$ cat src/rtl/pixel_out_stage.sv
// pixel_out_stage
//   Output stage behind the second pixel-processing block. Buffers 24-bit
//   pixels in a small first-word-fall-through FIFO and presents them on a
//   valid/ready stream. Each pixel is tagged with raster position flags
//   derived from column/row counters that advance on every pop.
//
// Ports
//   cp           clock, rising edge
//   reset        asynchronous active-low reset
//   in_pixel     upstream pixel
//   in_valid     upstream strobe, in_pixel valid this cycle
//   in_ready     registered space-available indication
//   frame_abort  synchronous flush of FIFO, raster counters and overflow
//   out_pixel    head-of-FIFO pixel (0 while empty)
//   out_valid    FIFO non-empty
//   out_ready    downstream accepts the head pixel
//   out_sol/eol  head pixel is first/last column of its line
//   out_sof/eof  head pixel is first/last pixel of the frame
//   fill_level   current occupancy
//   overflow     sticky: in_valid seen while in_ready was low
module pixel_out_stage #(
  parameter int unsigned DEPTH       = 4,
  parameter int unsigned LINE_PIXELS = 640,
  parameter int unsigned FRAME_LINES = 480
) (
  input  logic                       cp,
  input  logic                       reset,
  input  logic [23:0]                in_pixel,
  input  logic                       in_valid,
  output logic                       in_ready,
  input  logic                       frame_abort,
  output logic [23:0]                out_pixel,
  output logic                       out_valid,
  input  logic                       out_ready,
  output logic                       out_sol,
  output logic                       out_eol,
  output logic                       out_sof,
  output logic                       out_eof,
  output logic [$clog2(DEPTH+1)-1:0] fill_level,
  output logic                       overflow
);

  localparam int unsigned PtrW = $clog2(DEPTH);
  localparam int unsigned CntW = $clog2(DEPTH + 1);
  localparam int unsigned ColW = $clog2(LINE_PIXELS);
  localparam int unsigned RowW = $clog2(FRAME_LINES);

  localparam logic [PtrW-1:0] PtrLast = PtrW'(DEPTH - 1);
  localparam logic [CntW-1:0] CntFull = CntW'(DEPTH);
  localparam logic [ColW-1:0] ColLast = ColW'(LINE_PIXELS - 1);
  localparam logic [RowW-1:0] RowLast = RowW'(FRAME_LINES - 1);

  logic [23:0]     r_mem [DEPTH];
  logic [PtrW-1:0] r_wr_ptr;
  logic [PtrW-1:0] r_rd_ptr;
  logic [CntW-1:0] r_count;
  logic [ColW-1:0] r_col;
  logic [RowW-1:0] r_row;
  logic            r_in_ready;
  logic            r_overflow;

  logic            w_out_valid;
  logic            w_push;
  logic            w_pop;
  logic [CntW-1:0] w_count_nxt;

  assign w_out_valid = (r_count != '0);
  assign w_push      = in_valid & r_in_ready;
  assign w_pop       = w_out_valid & out_ready;

  always_comb begin
    w_count_nxt = r_count;
    unique case ({w_push, w_pop})
      2'b10:   w_count_nxt = r_count + 1'b1;
      2'b01:   w_count_nxt = r_count - 1'b1;
      default: w_count_nxt = r_count;
    endcase
  end

  // Data array carries no reset; only occupancy decides what is visible.
  always_ff @(posedge cp) begin
    if (reset && !frame_abort && w_push) begin
      r_mem[r_wr_ptr] <= in_pixel;
    end
  end

  always_ff @(posedge cp or negedge reset) begin
    if (!reset) begin
      r_wr_ptr   <= '0;
      r_rd_ptr   <= '0;
      r_count    <= '0;
      r_col      <= '0;
      r_row      <= '0;
      r_in_ready <= 1'b1;
      r_overflow <= 1'b0;
    end else if (frame_abort) begin
      // Abort wins over any push/pop in the same cycle.
      r_wr_ptr   <= '0;
      r_rd_ptr   <= '0;
      r_count    <= '0;
      r_col      <= '0;
      r_row      <= '0;
      r_in_ready <= 1'b1;
      r_overflow <= 1'b0;
    end else begin
      if (w_push) begin
        r_wr_ptr <= (r_wr_ptr == PtrLast) ? '0 : r_wr_ptr + 1'b1;
      end
      if (w_pop) begin
        r_rd_ptr <= (r_rd_ptr == PtrLast) ? '0 : r_rd_ptr + 1'b1;
        if (r_col == ColLast) begin
          r_col <= '0;
          r_row <= (r_row == RowLast) ? '0 : r_row + 1'b1;
        end else begin
          r_col <= r_col + 1'b1;
        end
      end
      r_count    <= w_count_nxt;
      // Registered, so a pop while full frees space only from the next cycle.
      r_in_ready <= (w_count_nxt != CntFull);
      if (in_valid && !r_in_ready) begin
        r_overflow <= 1'b1;
      end
    end
  end

  assign in_ready   = r_in_ready;
  assign out_valid  = w_out_valid;
  assign fill_level = r_count;
  assign overflow   = r_overflow;

  // Pixel and flags are forced low while empty so reset shows a clean bus.
  assign out_pixel = w_out_valid ? r_mem[r_rd_ptr] : 24'h0;
  assign out_sol   = w_out_valid & (r_col == '0);
  assign out_eol   = w_out_valid & (r_col == ColLast);
  assign out_sof   = out_sol & (r_row == '0);
  assign out_eof   = out_eol & (r_row == RowLast);

endmodule
$ cat config.mk
export PLATFORM = sky130hd
export DESIGN_NAME = pixel_out_stage
export DESIGN_NICKNAME = d
export VERILOG_FILES = /design/src/rtl/pixel_out_stage.sv
export SDC_FILE = /design/constraint.sdc
export NUM_CORES = 1
export LEC_CHECK = 0
export CORE_MARGIN = 1.5
export CORE_UTILIZATION = 30
export DETAILED_ROUTE_END_ITERATION = 16
export RECOVER_POWER = 25
export SYNTH_ARGS = -nofsm -noshare
export SYNTH_HDL_FRONTEND = slang
export SYNTH_SLANG_ARGS = --single-unit
$ cat constraint.sdc
create_clock -name cp -period 3.25 [get_ports cp]
set_input_delay 0.65 -clock cp [delete_from_list [all_inputs] [get_ports cp]]
set_output_delay 0.65 -clock cp [all_outputs]
set_load 0.1 [all_outputs]
==> results.json, run 1 <==
{
  "cp_slowest_cell": "or4_2",
  "post_layout_nonfiller_instances": 648,
  "globalRouteTotalUtil_pct": 12.4,
  "ys_seq_area_share_pct": 67.9,
  "ff2ff_setup_slack_ns": 0.85,
  "maxCapViolations": 0,
  "finClkSkew_ns": 0.00708,
  "yosys_warnings": 0,
  "grt_start_max_net_pins": 29,
  "initial_core_util_pct": 30.6,
  "synth_area_mm2": 0.00528,
  "seq_area_mm2": 0.00359,
  "drt_pre_antenna_iters": 4,
  "net-switching-power_uw": 2930,
  "power.share.combinational_pct": 46.7,
  "path_clk_slew_ns": 0.05,
  "cts.repair_timing.setup_buffer_count": 0,
  "layout_min_cycle_time_ns": 2.90,
  "power.density_mw_per_mm2": 992,
  "h-tree-depth": 4,
  "p_sw_share_pct": 41.6,
  "root_buffer": "clkbuf_16",
  "yosys.cell_types.count": 45,
  "die_y_um": 136,
  "synth_top_family_by_area": "simple AND/OR/NAND/NOR gates",
  "postRouteWirelength_um": 10400,
  "via_count": 3018,
  "critical_path_arrival_ns": 2.25,
  "grt_first_pass_wirelength_um": 16900,
  "vdd_ir_drop_max_mv": 0.629,
  "crit_buf_inv": 1,
  "post_synth_fa_ha_maj_area_fraction_pct": 2.51,
  "grt.overflow.total": 0,
  "postRouteAntennaNets": 0,
  "port_buffers": 62,
  "synth-compound-area-share_pct": 4.22,
  "post_drt_via_cell_ratio": 4.66,
  "antenna_violations_before_repair": 1,
  "post_synth_and_or_nand_nor_area_fraction_pct": 10.5,
  "io_pins": 63,
  "synth.ff_latch_count": 124,
  "critical_path.endpoint_type": "primary output",
  "critical_path.top_delay_family": "simple AND/OR/NAND/NOR gates",
  "maxSlewHeadroom_pct": 52.1,
  "unrepaired_setup_endpoints_after_global_routing": "false",
  "status": "completed",
  "gp_congestion": 0.760,
  "drive_gt1_share_pct": 28.4,
  "area_growth_from_synthesis_to_layout_pct": 34.7,
  "required_ns": 2.60,
  "num_rows": 48,
  "setup.worst_path.class": "register to primary output",
  "timing.critical_path.fanout_max": 6,
  "clock_latency_reported_for_the_late_side_of_the_worst_skew_pair_ns": 0.41,
  "cts_num_sinks": 124,
  "drt-initial-drc-count": 229,
  "cts_inserted_buffers": 17,
  "final.period_utilization_pct": 89.3,
  "layout.filler_cells": 1519,
  "synth_mux_area_share_pct": 10.2,
  "p_int_uw": 4120,
  "postSynthCellCount": 327,
  "power_uw": 7050,
  "postCtsHoldBufs": 0,
  "static-leakage-power_uw": 0.00251,
  "syn-mean-instance-area_um2": 16.1,
  "die_area_mm2": 0.0184,
  "wl_per_cell_um": 16.1,
  "detailed_place_hpwl_um": 6770,
  "place_inst": 615,
  "hold_violations": 0,
  "max_freq_ghz": 0.345,
  "p_seq_share_pct": 26.5,
  "first_global_vias": 3184,
  "coreArea_mm2": 0.0172,
  "netlist.top_cell.by_area": "edfxtp_1",
  "synth.net_count": 366,
  "finalSetupViolations": 0,
  "die_wd_um": 136,
  "final.hold.worst_slack_ns": 0.509,
  "cts_buffer_depth": 2,
  "synth_top_cells_by_area": "edfxtp_1 (55%), dfrtp_1 (13%), mux4_2 (10%)",
  "max_slew.worst_pin.slew_ns": 0.713,
  "cpPeakStageDelay_ns": 0.69,
  "ordered_cell_list_for_the_critical_path": "or4_2, nor4_4, and3_4, buf_12",
  "cts_tree": "yes",
  "timing_max_transition_violations_final": 0,
  "post_cts_resize_count": 0,
  "multi_input_area_mm2": 0.00159,
  "hp-class": "register to register",
  "post_synth_xor_area_fraction_pct": 2.16,
  "nNetsFinal": 448,
  "power.share.clock_pct": 26.8,
  "yosys.area.top_type_share_pct": 54.6,
  "route.detailed.drc": 0,
  "critPathLaunchType": "register"
}
==> kinds of logic after synthesis <==
kind of cell	Yosys count
mux	24
fa+ha+maj	10
compound gates	32
flops	124
buf+inv	28
xor+xnor	13
simple gates	96
==> worst register-to-register path, delay by kind of cell, from the launching register on <==
kind,cells,cell delay (ns)
AOI/OAI and AO/OA,1,0.18
DFF,1,0.42
and+or+nand+nor,4,0.94
adders and majority gates,2,0.41
xor gates and xnor gates,1,0.07
buffers and inverters,3,0.30
==> layout make-up <==
class / count / area share (%)
diodes: 1 / 0.0352
inverters: 15 / 0.845
flip-flops and latches: 124 / 50.5
clock inverters: 14 / 2.36
well taps: 225 / 3.96
multi-input cells: 175 / 22.3
clock buffers: 18 / 6.04
repair buffers: 76 / 13.9
==> worst paths after layout <==
| kind | end | startpoint | cells past startpoint |
|---|---|---|---|
| max | out_sof | r_col[2] | 4 |
| min | overflow | overflow | 2 |
| max reg2reg | in_ready | fill_level[1] | 11 |
| min reg2reg | overflow | overflow | 2 |
| max in group asynchronous | in_ready | reset | 2 |
| min in group asynchronous | r_col[8] | reset | 2 |
==> per-stage QoR <==
stage               worst slack, ns  util (%)  setup TNS, ns  cell area, um^2
global route                  0.287      41.2              0             7110
detailed placement            0.391      37.8              0             6510
CTS                           0.322      41.2              0             7110
finish                        0.349      41.2              0             7110
global placement              0.439      37.8              0             6510
floorplan                    -0.467         -         -0.467             5310
==> synth_stat cells (all sizes together) <==
library cell / count
or4b: 1
nor3: 2
nor3b: 2
and4: 2
and2: 30
dfrtp: 27
nor4b: 1
clkinv: 1
nand2: 14
mux4: 24
ha: 9
nor4: 2
xor2: 11
nand4: 4
inv: 14
edfxtp: 96
o2111ai: 2
fa: 1
or3: 3
o31ai: 5
nor2: 17
o211ai: 2
nand3: 9
a21oi: 13
a41o: 1
buf: 7
a31o: 1
or4: 5
o22ai: 1
and3: 3
o21ai: 5
dfstp: 1
clkbuf: 6
nor2b: 1
a41oi: 2
xnor2: 2
==> cell usage in the layout (no fill, tap or decap), types with 3 or more instances in the layout <==
cell / instances
a21oi_1: 13
and2_1: 30
buf_12: 28
buf_4: 20
bufinv_16: 3
clkbuf_16: 17
clkdlybuf4s50_1: 10
clkinvlp_4: 4
dfrtp_1: 23
dfrtp_2: 4
dlygate4sd3_1: 18
edfxtp_1: 96
ha_1: 9
inv_1: 13
inv_6: 4
mux4_2: 24
nand2_1: 13
nand3_1: 9
nand4_1: 4
nor2_1: 17
o21ai_0: 5
o31ai_1: 5
or4_1: 4
xor2_1: 11
==> routing by layer <==
layer	up-vias	routed length (um)	part of all wire (%)	global-route usage (%)
met3	20	471	4.5	3.85
met5	-	0	0	0
li1	1414	-	-	-
met4	0	225	2.2	5.97
met1	1516	4620	44	15.8
met2	68	5130	49	19.3
==> registers in the layout, indices dropped and copies added, names as in the netlist <==
signal	cells
fill_level	3
in_ready	1
overflow	1
r_col	10
r_mem	96
r_rd_ptr	2
r_row	9
r_wr_ptr	2
==> power groups by stage <==
stage | combinational, uW | clock [uW] | sequential [uW]
after detailed placement | 3340 | 0 | 1900
final | 3300 | 1890 | 1870
after global routing | 3440 | 2010 | 1880
after CTS | 3350 | 1940 | 1870
after global placement | 3330 | 0 | 1900
after floorplan | 2120 | 0 | 1980
Power figures use the tool's default switching activity.
==> inputs of run 2 (changes only) <==
Clock period 3.25 ns to 3.06 ns, I/O delays scaled along.
==> run 2 against run 1 <==
Net effect: cell count shrank 0.46%; critical endpoint unchanged; clock-buffer cell count shrank 1; flip-flop and latch count is the same; non-clock buffer count shrank 3; critical path depth is the same; via count grew 1.5%; routed wire length grew 1.4%; sequential power grew 5%; utilization shrank 0.39 points; power grew 5.7%.
==> results.json, run 2 (synthesis gave the netlist of run 1 again) <==
{
  "hold_violations": 0,
  "post_cts_resize_count": 0,
  "grt_first_pass_wirelength_um": 17000,
  "flip_flop_count_of_the_largest_register_after_layout": 96,
  "static-leakage-power_uw": 0.00248,
  "die_wd_um": 136,
  "root_buffer": "clkbuf_16",
  "unrepaired_setup_endpoints_after_global_routing": "false",
  "post_layout_nonfiller_instances": 645,
  "finalWorstSetupSlack_ns": 0.0754,
  "antenna_violations_before_repair": 2,
  "cpPeakStageDelay_ns": 0.70,
  "first_global_vias": 3256,
  "cts_inserted_buffers": 17,
  "post_drt_via_cell_ratio": 4.75,
  "coreArea_mm2": 0.0172,
  "critical_path_arrival_ns": 2.37,
  "timing_max_transition_violations_final": 0,
  "die_area_mm2": 0.0184,
  "required_ns": 2.45,
  "reg_top3": "r_mem x96, r_col x10, r_row x9",
  "cts_num_sinks": 124,
  "largest_register": "r_mem",
  "mostFrequentLayoutCells": "edfxtp_1 (96), and2_1 (30), buf_12 (26)",
  "finalSetupViolations": 0,
  "grt.met3_usage_pct": 4.00,
  "finish.instance_area_mm2": 0.00704,
  "place_ws_ns": 0.353,
  "met1_usage_pct": 15.9,
  "finClkSkew_ns": 0.0177,
  "grt.busiest_layer": "met2",
  "postCtsHoldBufs": 0,
  "p_int_uw": 4320,
  "critical_path.endpoint_type": "primary output",
  "via_count": 3062,
  "power.share.clock_pct": 25.9,
  "hp-class": "register to register",
  "route.detailed.drc": 0,
  "path_clk_slew_ns": 0.06,
  "final.period_utilization_pct": 97.5,
  "power.share.combinational_pct": 47.8,
  "layout_min_cycle_time_ns": 2.98,
  "grt_start_max_net_pins": 29,
  "h-tree-depth": 4,
  "globalRouteTotalUtil_pct": 12.5,
  "wl_per_cell_um": 16.4,
  "port_buffers": 62,
  "num_rows": 48,
  "status": "completed",
  "ordered_cell_list_for_the_critical_path": "or4_2, nor4_4, and3_4, buf_12",
  "cts.repair_timing.setup_buffer_count": 0,
  "gp_congestion": 0.728,
  "io_pins": 63,
  "nNetsFinal": 445,
  "mostFrequentLayoutCell": "edfxtp_1",
  "postRouteWirelength_um": 10600,
  "place_inst": 612,
  "p_sw_share_pct": 42.1,
  "maxSlewHeadroom_pct": 50.5,
  "critPathLaunchType": "register",
  "area_growth_from_synthesis_to_layout_pct": 33.4,
  "setup.worst_path.class": "register to primary output",
  "maxCapViolations": 0,
  "placement.cell_area_mm2": 0.00647,
  "cts_tree": "yes",
  "net-switching-power_uw": 3130,
  "grt.met2_usage_pct": 19.5,
  "grt.overflow.total": 0,
  "drt_pre_antenna_iters": 4,
  "max_freq_ghz": 0.335,
  "p_seq_share_pct": 26.3,
  "power.density_mw_per_mm2": 1060,
  "postRouteAntennaNets": 0,
  "cp_slowest_cell": "or4_2",
  "timing.critical_path.fanout_max": 6,
  "drt-initial-drc-count": 179,
  "die_y_um": 136,
  "clock_latency_reported_for_the_late_side_of_the_worst_skew_pair_ns": 0.42,
  "drive_gt1_share_pct": 27.7,
  "max_slew.worst_pin.slew_ns": 0.737,
  "vdd_ir_drop_max_mv": 0.609,
  "detailed_place_hpwl_um": 6500,
  "cts_buffer_depth": 2,
  "initial_core_util_pct": 30.6
}
==> run 2: stage by stage <==
step,total power (uW),util [%],hold slack (ns),TNS [ns]
after floorplan,4360,-,0.316,-0.509
after global placement,5570,37.5,0.490,0
after detailed placement,5590,37.5,0.493,0
after CTS,7540,40.8,0.510,0
after global routing,7720,40.8,0.565,0
final,7450,40.8,0.504,0
==> run 2: layout make-up <==
type | instances | area [um^2]
fill | 1535 | 10200
sequential | 124 | 3600
multi-input combinational | 175 | 1590
timing repair buffer | 73 | 943
clock buffer | 17 | 425
tap | 225 | 282
clock inverter | 15 | 144
inverter | 15 | 60.1
antenna | 1 | 2.50
==> run 2: worst paths after layout <==
path,endpoint,startpoint,slack (ns),cells after the start
max,out_sof,r_col[2],0.08,4
min,overflow,overflow,0.50,2
max reg2reg,in_ready,fill_level[1],0.63,11
min reg2reg,overflow,overflow,0.50,2
max in group asynchronous,in_ready,reset,2.00,2
min in group asynchronous,r_row[1],reset,0.74,2
==> run 2: power groups by stage <==
stage / sequential (uW) / combinational [uW] / clock [uW]
global route: 1970 / 3700 / 2050
CTS: 1960 / 3610 / 1980
global placement: 1990 / 3580 / 0
finish: 1960 / 3560 / 1930
detailed placement: 1990 / 3600 / 0
floorplan: 2110 / 2250 / 0
==> run 2: critical path, delay by kind of cell, from the launching register on <==
kind | cells | cell delay (ns)
buffers and inverters | 1 | 0.17
AND/OR/NAND/NOR | 3 | 1.34
flip-flops | 1 | 0.44
==> run 2: metal layers <==
| metal | up-vias | wire length, um |
|---|---|---|
| li1 | 1411 | - |
| met1 | 1556 | 4800 |
| met2 | 77 | 5070 |
| met3 | 16 | 497 |
| met4 | 2 | 205 |
| met5 | - | 13 |
==> inputs of run 3 (changes only) <==
Settings changed: ABC_AREA from default to 1, SLEW_MARGIN from default to 20.
==> run 3 against run 2 <==
Net effect: clock skew shrank 0.0045 ns; setup slack gained 0.21 ns; clock-buffer cell count grew 1; non-clock buffer count shrank 2; die area grew 4.9%; routed wire length grew 19%.
==> results.json, run 3 <==
{
  "final.period_utilization_pct": 90.7,
  "final.hold.worst_slack_ns": 0.505,
  "rr_worst_depth": 12,
  "synth_top_cells_by_area": "edfxtp_1 (52%), dfrtp_1 (12%), nor2_1 (8.6%)",
  "grt.overflow.total": 0,
  "num_rows": 49,
  "root_buffer": "clkbuf_16",
  "finClkSkew_ns": 0.0132,
  "hp-class": "register to register",
  "flip_flop_count_of_the_largest_register_after_layout": 96,
  "max_freq_ghz": 0.360,
  "critical_path.top_delay_family": "buffers and inverters",
  "postCtsHoldBufs": 0,
  "io_pins": 63,
  "hold_violations": 0,
  "die_area_mm2": 0.0193,
  "p_sw_share_pct": 46.3,
  "yosys_warnings": 0,
  "initial_core_util_pct": 30.7,
  "timing.critical_path.fanout_max": 49,
  "clock_latency_reported_for_the_late_side_of_the_worst_skew_pair_ns": 0.41,
  "max_slew.worst_pin.slew_ns": 0.766,
  "cts_buffer_depth": 2,
  "setup.worst_path.class": "register to primary output",
  "synth.net_count": 577,
  "net-switching-power_uw": 3900,
  "area_growth_from_synthesis_to_layout_pct": 36.3,
  "critical_path_arrival_ns": 2.16,
  "wl_per_cell_um": 14.9,
  "post_drt_via_cell_ratio": 4.70,
  "dominantRegCellSynth": "edfxtp_1",
  "post_synth_fa_ha_maj_area_fraction_pct": 2.39,
  "timing_max_transition_violations_final": 0,
  "post_synth_most_frequent_cells": "nor2_1 (127), edfxtp_1 (96), nand2_1 (73)",
  "power_uw": 8420,
  "port_buffers": 62,
  "synth-compound-area-share_pct": 8.85,
  "antenna_violations_before_repair": 0,
  "postSynthCellCount": 538,
  "power.share.combinational_pct": 51.8,
  "ys_seq_area_share_pct": 64.7,
  "critPathLaunchType": "register",
  "die_wd_um": 139,
  "largest_register": "r_mem",
  "nNetsFinal": 645,
  "netlist.top_cell.by_area": "edfxtp_1",
  "ff2ff_setup_slack_ns": 0.95,
  "mostFrequentLayoutCells": "nor2_1 (121), edfxtp_1 (96), nand2_1 (73)",
  "cts_tree": "yes",
  "globalRouteTotalUtil_pct": 13.5,
  "syn-mean-instance-area_um2": 10.3,
  "h-tree-depth": 4,
  "postRouteAntennaNets": 0,
  "p_int_uw": 4520,
  "finalSetupViolations": 0,
  "layout_min_cycle_time_ns": 2.77,
  "die_y_um": 139,
  "reg_top3": "r_mem x96, r_col x10, r_row x9",
  "p_seq_share_pct": 23.5,
  "first_global_vias": 3996,
  "crit_buf_inv": 2,
  "place_inst": 816,
  "synth.ff_latch_count": 124,
  "via_count": 3989,
  "required_ns": 2.45,
  "gp_congestion": 0.829,
  "postRouteWirelength_um": 12600,
  "maxSlewHeadroom_pct": 48.9,
  "drt_pre_antenna_iters": 4,
  "maxCapViolations": 0,
  "post_layout_nonfiller_instances": 848,
  "route.detailed.drc": 0,
  "yosys.area.top_type_share_pct": 52.0,
  "grt_start_max_net_pins": 50,
  "synth_top_family_by_area": "simple AND/OR/NAND/NOR gates",
  "unrepaired_setup_endpoints_after_global_routing": "false",
  "grt_first_pass_wirelength_um": 20400,
  "cpPeakStageDelay_ns": 0.54,
  "ordered_cell_list_for_the_critical_path": "inv_2, o21ai_0, a21oi_4, buf_12",
  "post_synth_and_or_nand_nor_area_fraction_pct": 18.6,
  "mostFrequentLayoutCell": "nor2_1",
  "synth_most_common_cell": "nor2_1",
  "status": "completed",
  "cp_slowest_cell": "inv_2",
  "critical_path.endpoint_type": "primary output",
  "vdd_ir_drop_max_mv": 0.719,
  "holdPathEnd": "r_col[9]",
  "synth_mux_area_share_pct": 0,
  "drt-initial-drc-count": 264,
  "synth_area_mm2": 0.00554,
  "final_util_pct": 41.9,
  "static-leakage-power_uw": 0.00285,
  "power.share.clock_pct": 24.7,
  "cts_num_sinks": 124,
  "diodes": 0,
  "rr_endpoint": "in_ready",
  "post_synth_xor_area_fraction_pct": 0.474,
  "post_cts_resize_count": 0,
  "cts_inserted_buffers": 17,
  "worstHoldPathCells": 2,
  "synth_edf_count": 96,
  "drive_gt1_share_pct": 21.3,
  "critical_path.reg2reg.startpoint": "fill_level[1]",
  "ys_async_sr_fraction_pct": 22.6,
  "power.density_mw_per_mm2": 1110,
  "cts.repair_timing.setup_buffer_count": 0,
  "worst_min_delay_path_startpoint": "r_col[9]",
  "path_clk_slew_ns": 0.06,
  "coreArea_mm2": 0.0180,
  "setup_total_negative_slack_ns": 0,
  "detailed_place_hpwl_um": 8090,
  "yosys.cell_types.count": 34
}
## run 3: kinds of logic after synthesis
family,after synthesis
flip-flops,124
AND/OR/NAND/NOR,242
adder cells (fa/ha/maj),10
AO/OA/AOI/OAI,95
buffers and inverters,64
XOR/XNOR,3
## run 3: routing by layer
metal	global-route usage [%]	share of wire, %
met1	16.7	45
met2	22.6	51
met3	3.73	3.2
met4	4.82	0.89
met5	0	0
## run 3: worst max path at each step
| stage | startpoint | end | depth (start not counted) |
|---|---|---|---|
| after floorplan | fill_level[0] | out_pixel[14] | 5 |
| after global placement | out_ready | in_ready | 12 |
| after detailed placement | out_ready | in_ready | 12 |
| after CTS | r_rd_ptr[0] | out_pixel[10] | 4 |
| after global routing | r_rd_ptr[1] | out_pixel[3] | 5 |
| final | r_rd_ptr[0] | out_pixel[10] | 4 |
## run 3: final cells by class
class | count | area [um^2]
inverters | 42 | 158
multi-input cells | 350 | 1960
fillers | 1682 | 10500
well taps | 229 | 287
repair buffers | 71 | 941
clock inverters | 14 | 184
clock buffers | 18 | 429
flip-flops and latches | 124 | 3590
## run 3: power by group through the flow
stage | clock network (uW) | logic, uW | registers (uW)
detailed placement | 0 | 4410 | 2010
global placement | 0 | 4370 | 2010
CTS | 2120 | 4410 | 1980
floorplan | 0 | 2890 | 2140
finish | 2080 | 4360 | 1980
global route | 2200 | 4550 | 1990
## run 3: stage by stage
stage          setup slack [ns]  area [um^2]
2_1_floorplan            0.0249         5820
3_3_place_gp              0.577         6940
3_5_place_dp              0.488         6940
4_1_cts                   0.253         7550
5_1_grt                   0.129         7550
6_report                  0.286         7550
## run 3: worst min-delay path: stages, from the launching register on
cell and delay, ns:
dfrtp_1 0.36, nand2_1 0.06, nand2_1 0.06
